`config.mk`:
```
export PLATFORM = sky130hd
export DESIGN_NAME = button_poll_master
export DESIGN_NICKNAME = d
export VERILOG_FILES = /design/src/rtl/button_poll_master.sv
export SDC_FILE = /design/constraint.sdc
export NUM_CORES = 1
export LEC_CHECK = 0
export ABC_AREA = 1
export CAP_MARGIN = 20
export CORE_MARGIN = 2
export CORE_UTILIZATION = 46
export CTS_CLUSTER_SIZE = 25
export DETAILED_ROUTE_END_ITERATION = 10
export GPL_ROUTABILITY_DRIVEN = 0
export PLACE_DENSITY_LB_ADDON = 0.25
export SYNTH_ARGS = -nofsm -noshare
export SYNTH_HDL_FRONTEND = slang
export SYNTH_SLANG_ARGS = --single-unit
```
`constraint.sdc`:
```
create_clock -name clk -period 1.5 [get_ports clk]
set_input_delay 0.3 -clock clk [delete_from_list [all_inputs] [get_ports clk]]
set_output_delay 0.3 -clock clk [all_outputs]
set_load 0.01 [all_outputs]
```
`src/rtl/button_poll_master.sv`:
```
// Polling Avalon-MM initiator for the button PIO. It masks PIO interrupts once after reset,
// then reads the data register periodically, debounces each button and latches press events.
module button_poll_master #(
    parameter int unsigned BTN_W        = 3,
    parameter int unsigned POLL_DIV     = 50000,
    parameter int unsigned DEBOUNCE_CNT = 10,
    parameter int unsigned ACTIVE_LOW   = 1,
    parameter int unsigned RD_TIMEOUT   = 15
) (
    input  logic             clk,
    input  logic             reset_n,
    output logic [1:0]       avm_address,
    output logic             avm_read,
    output logic             avm_write,
    output logic [31:0]      avm_writedata,
    input  logic [31:0]      avm_readdata,
    input  logic             avm_waitrequest,
    input  logic             avm_readdatavalid,
    output logic [BTN_W-1:0] btn_stable,
    output logic [BTN_W-1:0] press_pulse,
    output logic             event_valid,
    output logic [BTN_W-1:0] event_code,
    input  logic             event_ack,
    output logic             err_timeout
);

    localparam int unsigned POLL_W = (POLL_DIV > 2) ? $clog2(POLL_DIV) : 1;
    localparam int unsigned TO_W   = $clog2(RD_TIMEOUT + 1);
    localparam int unsigned DB_W   = 8;

    localparam logic [1:0] ADDR_DATA     = 2'd0;
    localparam logic [1:0] ADDR_IRQ_MASK = 2'd2;

    localparam logic [BTN_W-1:0] INV_MASK = (ACTIVE_LOW != 0) ? {BTN_W{1'b1}} : {BTN_W{1'b0}};

    localparam logic [1:0] ST_INIT    = 2'd0;
    localparam logic [1:0] ST_IDLE    = 2'd1;
    localparam logic [1:0] ST_RD_REQ  = 2'd2;
    localparam logic [1:0] ST_RD_WAIT = 2'd3;

    logic [1:0]        state;
    logic [1:0]        state_next;
    logic              capture_c;
    logic              timeout_c;

    logic [POLL_W-1:0] poll_cnt;
    logic              timer_run;
    logic              timer_en_c;
    logic              tick_c;

    logic [TO_W-1:0]   to_cnt;

    logic [BTN_W-1:0]  sample;
    logic              sample_valid;

    logic [DB_W-1:0]   db_cnt      [BTN_W];
    logic [DB_W-1:0]   db_cnt_next [BTN_W];
    logic [DB_W-1:0]   db_inc;
    logic [BTN_W-1:0]  stable_next;
    logic [BTN_W-1:0]  stable_d;

    logic              unused_rd;

    assign unused_rd     = ^avm_readdata[31:BTN_W];
    assign avm_writedata = 32'h0;

    // The poll timer runs freely once IDLE has been reached; ticks outside IDLE are lost.
    assign timer_en_c = timer_run | (state == ST_IDLE);
    assign tick_c     = timer_en_c && (poll_cnt == '0);

    always_ff @(posedge clk or negedge reset_n) begin
        if (!reset_n) begin
            state <= ST_INIT;
        end else begin
            state <= state_next;
        end
    end

    // Next-state decode; capture/timeout strobes fire on the cycle a read completes.
    always_comb begin
        state_next = state;
        capture_c  = 1'b0;
        timeout_c  = 1'b0;
        case (state)
            ST_INIT: begin
                if (avm_write && !avm_waitrequest) begin
                    state_next = ST_IDLE;
                end
            end
            ST_IDLE: begin
                if (tick_c) begin
                    state_next = ST_RD_REQ;
                end
            end
            ST_RD_REQ: begin
                if (avm_read && !avm_waitrequest) begin
                    if (avm_readdatavalid) begin
                        capture_c  = 1'b1;
                        state_next = ST_IDLE;
                    end else begin
                        state_next = ST_RD_WAIT;
                    end
                end
            end
            ST_RD_WAIT: begin
                if (avm_readdatavalid) begin
                    capture_c  = 1'b1;
                    state_next = ST_IDLE;
                end else if (to_cnt == TO_W'(RD_TIMEOUT - 1)) begin
                    timeout_c  = 1'b1;
                    state_next = ST_IDLE;
                end
            end
            default: begin
                state_next = ST_INIT;
            end
        endcase
    end

    // Bus outputs are registered from the next state so they line up with the state register.
    always_ff @(posedge clk or negedge reset_n) begin
        if (!reset_n) begin
            avm_read    <= 1'b0;
            avm_write   <= 1'b0;
            avm_address <= ADDR_DATA;
        end else begin
            avm_read    <= (state_next == ST_RD_REQ);
            avm_write   <= (state_next == ST_INIT);
            avm_address <= (state_next == ST_INIT) ? ADDR_IRQ_MASK : ADDR_DATA;
        end
    end

    always_ff @(posedge clk or negedge reset_n) begin
        if (!reset_n) begin
            poll_cnt  <= POLL_W'(POLL_DIV - 1);
            timer_run <= 1'b0;
        end else begin
            if (state == ST_IDLE) begin
                timer_run <= 1'b1;
            end
            if (timer_en_c) begin
                poll_cnt <= (poll_cnt == '0) ? POLL_W'(POLL_DIV - 1) : poll_cnt - POLL_W'(1);
            end
        end
    end

    always_ff @(posedge clk or negedge reset_n) begin
        if (!reset_n) begin
            to_cnt <= '0;
        end else if ((state == ST_RD_WAIT) && (state_next == ST_RD_WAIT)) begin
            to_cnt <= to_cnt + TO_W'(1);
        end else begin
            to_cnt <= '0;
        end
    end

    always_ff @(posedge clk or negedge reset_n) begin
        if (!reset_n) begin
            sample       <= '0;
            sample_valid <= 1'b0;
            err_timeout  <= 1'b0;
        end else begin
            sample_valid <= capture_c;
            if (capture_c) begin
                sample <= avm_readdata[BTN_W-1:0] ^ INV_MASK;
            end
            if (timeout_c) begin
                err_timeout <= 1'b1;
            end
        end
    end

    // Per-button debounce: a new level is accepted after DEBOUNCE_CNT consecutive differing samples.
    always_comb begin
        stable_next = btn_stable;
        db_inc      = '0;
        for (int i = 0; i < BTN_W; i++) begin
            db_cnt_next[i] = db_cnt[i];
            if (sample_valid) begin
                if (sample[i] == btn_stable[i]) begin
                    db_cnt_next[i] = '0;
                end else begin
                    db_inc = (db_cnt[i] == '1) ? db_cnt[i] : db_cnt[i] + DB_W'(1);
                    if (db_inc == DB_W'(DEBOUNCE_CNT)) begin
                        stable_next[i] = sample[i];
                        db_cnt_next[i] = '0;
                    end else begin
                        db_cnt_next[i] = db_inc;
                    end
                end
            end
        end
    end

    always_ff @(posedge clk or negedge reset_n) begin
        if (!reset_n) begin
            btn_stable  <= '0;
            stable_d    <= '0;
            press_pulse <= '0;
            for (int i = 0; i < BTN_W; i++) begin
                db_cnt[i] <= '0;
            end
        end else begin
            btn_stable  <= stable_next;
            stable_d    <= btn_stable;
            press_pulse <= btn_stable & ~stable_d;
            for (int i = 0; i < BTN_W; i++) begin
                db_cnt[i] <= db_cnt_next[i];
            end
        end
    end

    // Event latch; an ack coinciding with a pulse keeps only the new press bits.
    always_ff @(posedge clk or negedge reset_n) begin
        if (!reset_n) begin
            event_valid <= 1'b0;
            event_code  <= '0;
        end else if (event_ack && event_valid) begin
            event_code  <= press_pulse;
            event_valid <= |press_pulse;
        end else if (|press_pulse) begin
            event_code  <= event_code | press_pulse;
            event_valid <= 1'b1;
        end
    end

endmodule

```
==> metrics.md <==
| Metric | Value |
|---|---|
| Residual DRC | 0 |
| Nets | 666 |
| CTS tree | done |
| Num rows | 33 |
| Crit path top cell by count | nand2_1 |
| Area leader, netlist | dfrtp_1 |
| Largest net degree at the start of global routing | 68 |
| Final hold violations | 0 |
| Peak supply drop | 0.842 mV |
| Share of the synthesized area in the top cell type | 37.3% |
| Seq/Total Area, Yosys | 43.4% |
| Post-synth ARST share | 100% |
| Fmax | 0.626 GHz |
| CTS clock-pin slew for the worst setup and hold paths | 0.07 ns |
| Post-synth EDFFs | 0 |
| Failing checks | negative setup slack |
| Critical-path cell list | ha_4 > nand3_4 > inv_4 > buf_6 > nand3_2 > nand2_2 > inv_2 > nor2_2 > nand4_1 > nand2_1 > nand2_1 |
| I/O Buffers | 21 |
| Leakage | 0.00270 uW |
| Detailed Place HPWL | 6.03 mm |
| Worst hold margin | 0.400 ns |
| Crit path kind | register to register |
| Power, Total | 5890 uW |
| Global-route wire length before repair | 14.6 mm |
| Outcome | finished, violations left |
| Max Cap Viol | 0 |
| Unrepaired setup endpoints after global routing | true |
| Grt ovf | 0 |
| Worst-case clock skew | 0.00460 ns |
| GRT Overall Usage | 20.5% |
| Gate Count Post-Synth | 517 |
| Die ar. | 9200 um^2 |
| Die Y | 95.9 um |
| Pins Over Slew Limit | 0 |
| Htree depth | 3 |
| Area of the mapped netlist | 3890 um^2 |
| Period utilization | 106% |
| 1st-iter DRT viols | 157 |
| Share of cells above drive strength 1 | 32.2% |
| Fin area | 5320 um^2 |
| Core ar. | 8220 um^2 |
| Total Wirelength | 9.25 mm |
| Slowest stage delay, CP | 0.41 ns |
| Initial Util | 47.3% |
| Number of global-route vias before repair | 3386 |
| Number of diodes | 0 |
| Initial antenna violation count | 0 |
| Die X | 95.9 um |
| Root Driver | clkbuf_8 |
| Avg Cell Area, Syn | 7.52 um^2 |
| Worst path slowest cell | dfrtp_1 |
| Io pins | 84 |
| Fill cell count | 673 |
| Startpoint Class | register |
| CTS buffer count | 9 |
| Syn. warnings | 0 |
| Worst Path Arrival | 1.84 ns |
| Wire per inst | 12.6 um |
| Antenna Violating Nets Remaining | 0 |
| Synth Flop Type | dfrtp_1 |
| Largest cells by area after synthesis | dfrtp_1 37%, nand2_1 14%, buf_4 6.6% |
| Clock buffer depth | 2 |
| Tmin final | 1.60 ns |
| DP Area | 4530 um^2 |
| TritonCTS sink count | 67 |
| Yosys reg bits | 67 |
| Crit-path max FO | 4 |
| First-pass DRT Iterations | 5 |
| Critical path endpoint category | register |
| Req. time, crit path | 1.74 ns |
| Yosys cell types | 37 |
| Worst-Skew Late Latency | 0.35 ns |
| Worst setup margin | -0.0966 ns |
| Hold Crit Class | register to register |
| Vias per cell | 4.98 |
| Area Growth Syn to Fin | 36.8% |
| Final Setup Violations | 9 |
| Pwr per Cell Area | 1110 nW/um^2 |
| DR vias | 3648 |
## repair_timing
item | 4_1_cts | 5_1_grt
hold buffers | 1 | 0
cloned | 1 | 0
pin swaps | 22 | 45
gates resized for setup | 57 | 87
endpoints found under the hold margin | 58 | 0
endpoints found under the setup margin | 28 | 36
setup buffers | 11 | 11
## worst paths after layout
| check | from | to | slack, ns | cells past startpoint |
|---|---|---|---|---|
| max in group asynchronous | reset_n | poll_cnt[6] | 0.69 | 3 |
| worst max register to register | db_cnt[9] | db_cnt[11] | -0.1 | 11 |
| worst min-delay path | stable_d[0] | press_pulse[0] | 0.40 | 1 |
| worst min register to register | stable_d[0] | press_pulse[0] | 0.40 | 1 |
| min in group asynchronous | reset_n | timer_run | 0.49 | 3 |
| worst max-delay path | db_cnt[9] | db_cnt[11] | -0.1 | 11 |
## cells in the mapped netlist (3+ instances only)
| master | number |
|---|---|
| nor2_1 | 58 |
| inv_1 | 60 |
| nand3_1 | 41 |
| nor2_2 | 5 |
| a21oi_1 | 10 |
| nand4_1 | 14 |
| o22ai_1 | 7 |
| nand2_2 | 3 |
| xor2_1 | 5 |
| dfstp_2 | 9 |
| o21ai_0 | 31 |
| dfrtp_1 | 58 |
| buf_4 | 34 |
| ha_1 | 7 |
| nand2_1 | 144 |
## kinds of logic (layout without fill, tap and decap cells)
kind of cell               count (synthesis)  after routing  share of synthesized area (%)
AOI/OAI and AO/OA                         56             56                           8.08
xor gates and xnor gates                   7              7                           1.58
adders and majority gates                  7              7                           2.25
buffers and inverters                     99            176                           12.9
DFF                                       67             67                           43.4
other                                      1             33                         0.0965
and+or+nand+nor                          280            281                           31.7
## state kept, by name, indices dropped and copies added (netlist names)
name	count
press_pulse	3
db_cnt	24
avm_address	1
event_code	3
err_timeout	1
poll_cnt	16
event_valid	1
stable_d	3
sample_valid	1
btn_stable	3
sample	3
state	2
timer_run	1
avm_read	1
to_cnt	4
## where the power goes
part           switching [uW]  internal (uW)
logic                    1030            828
registers                 284           2150
clock network             738            860
## metrics by stage
stage               cells  util [%]  setup WS, ns  setup TNS, ns
detailed placement    695      55.2        -0.172          -1.46
CTS                   724      60.3       -0.0754         -0.478
global route          732      64.7        -0.203          -1.68
floorplan             549         -      -0.00885       -0.00885
global placement      695      55.2        -0.118          -1.00
finish                732      64.7       -0.0966         -0.658
## metal layers
layer	wire, um	share of wire, %	global-route usage (%)
met3	383	4.1	3.60
met4	148	1.6	9.64
met1	4070	44	26.9
met2	4640	50	32.9
met5	0	0	0
## layout make-up
| type | instances | area, um^2 | share of cell area [%] |
|---|---|---|---|
| well taps | 105 | 131 | 2.47 |
| repair buffers | 98 | 818 | 15.4 |
| clock inverters | 5 | 61.3 | 1.15 |
| inverters | 62 | 240 | 4.52 |
| multi-input cells | 384 | 2220 | 41.8 |
| clock buffers | 11 | 151 | 2.85 |
| flip-flops and latches | 67 | 1700 | 31.9 |
## critical path: cells and delay by family, from the launching register on
| family | cells | cell delay [ns] |
|---|---|---|
| simple gates | 7 | 0.63 |
| flops | 1 | 0.41 |
| buf+inv | 3 | 0.26 |
| fa+ha+maj | 1 | 0.18 |
## cell usage in the layout (no fill, tap or decap), drive strengths merged, types with 2 or more instances in the layout
master,Yosys,final
clkdlybuf4s50,0,6
clkinv,1,2
conb,1,33
clkbuf,2,11
nand4,15,15
nor2,65,65
nor3,3,3
xnor2,2,2
nand3b,2,2
ha,7,7
buf,35,77
nand3,43,43
nand2,149,150
inv,61,61
dfrtp,58,58
dlygate4sd2,0,14
xor2,5,5
a21o,2,2
dfstp,9,9
clkinvlp,0,3
a21oi,10,10
o21ai,32,32
o211ai,2,2
o22ai,7,7
Note: power is estimated with default switching activity, not from simulation.
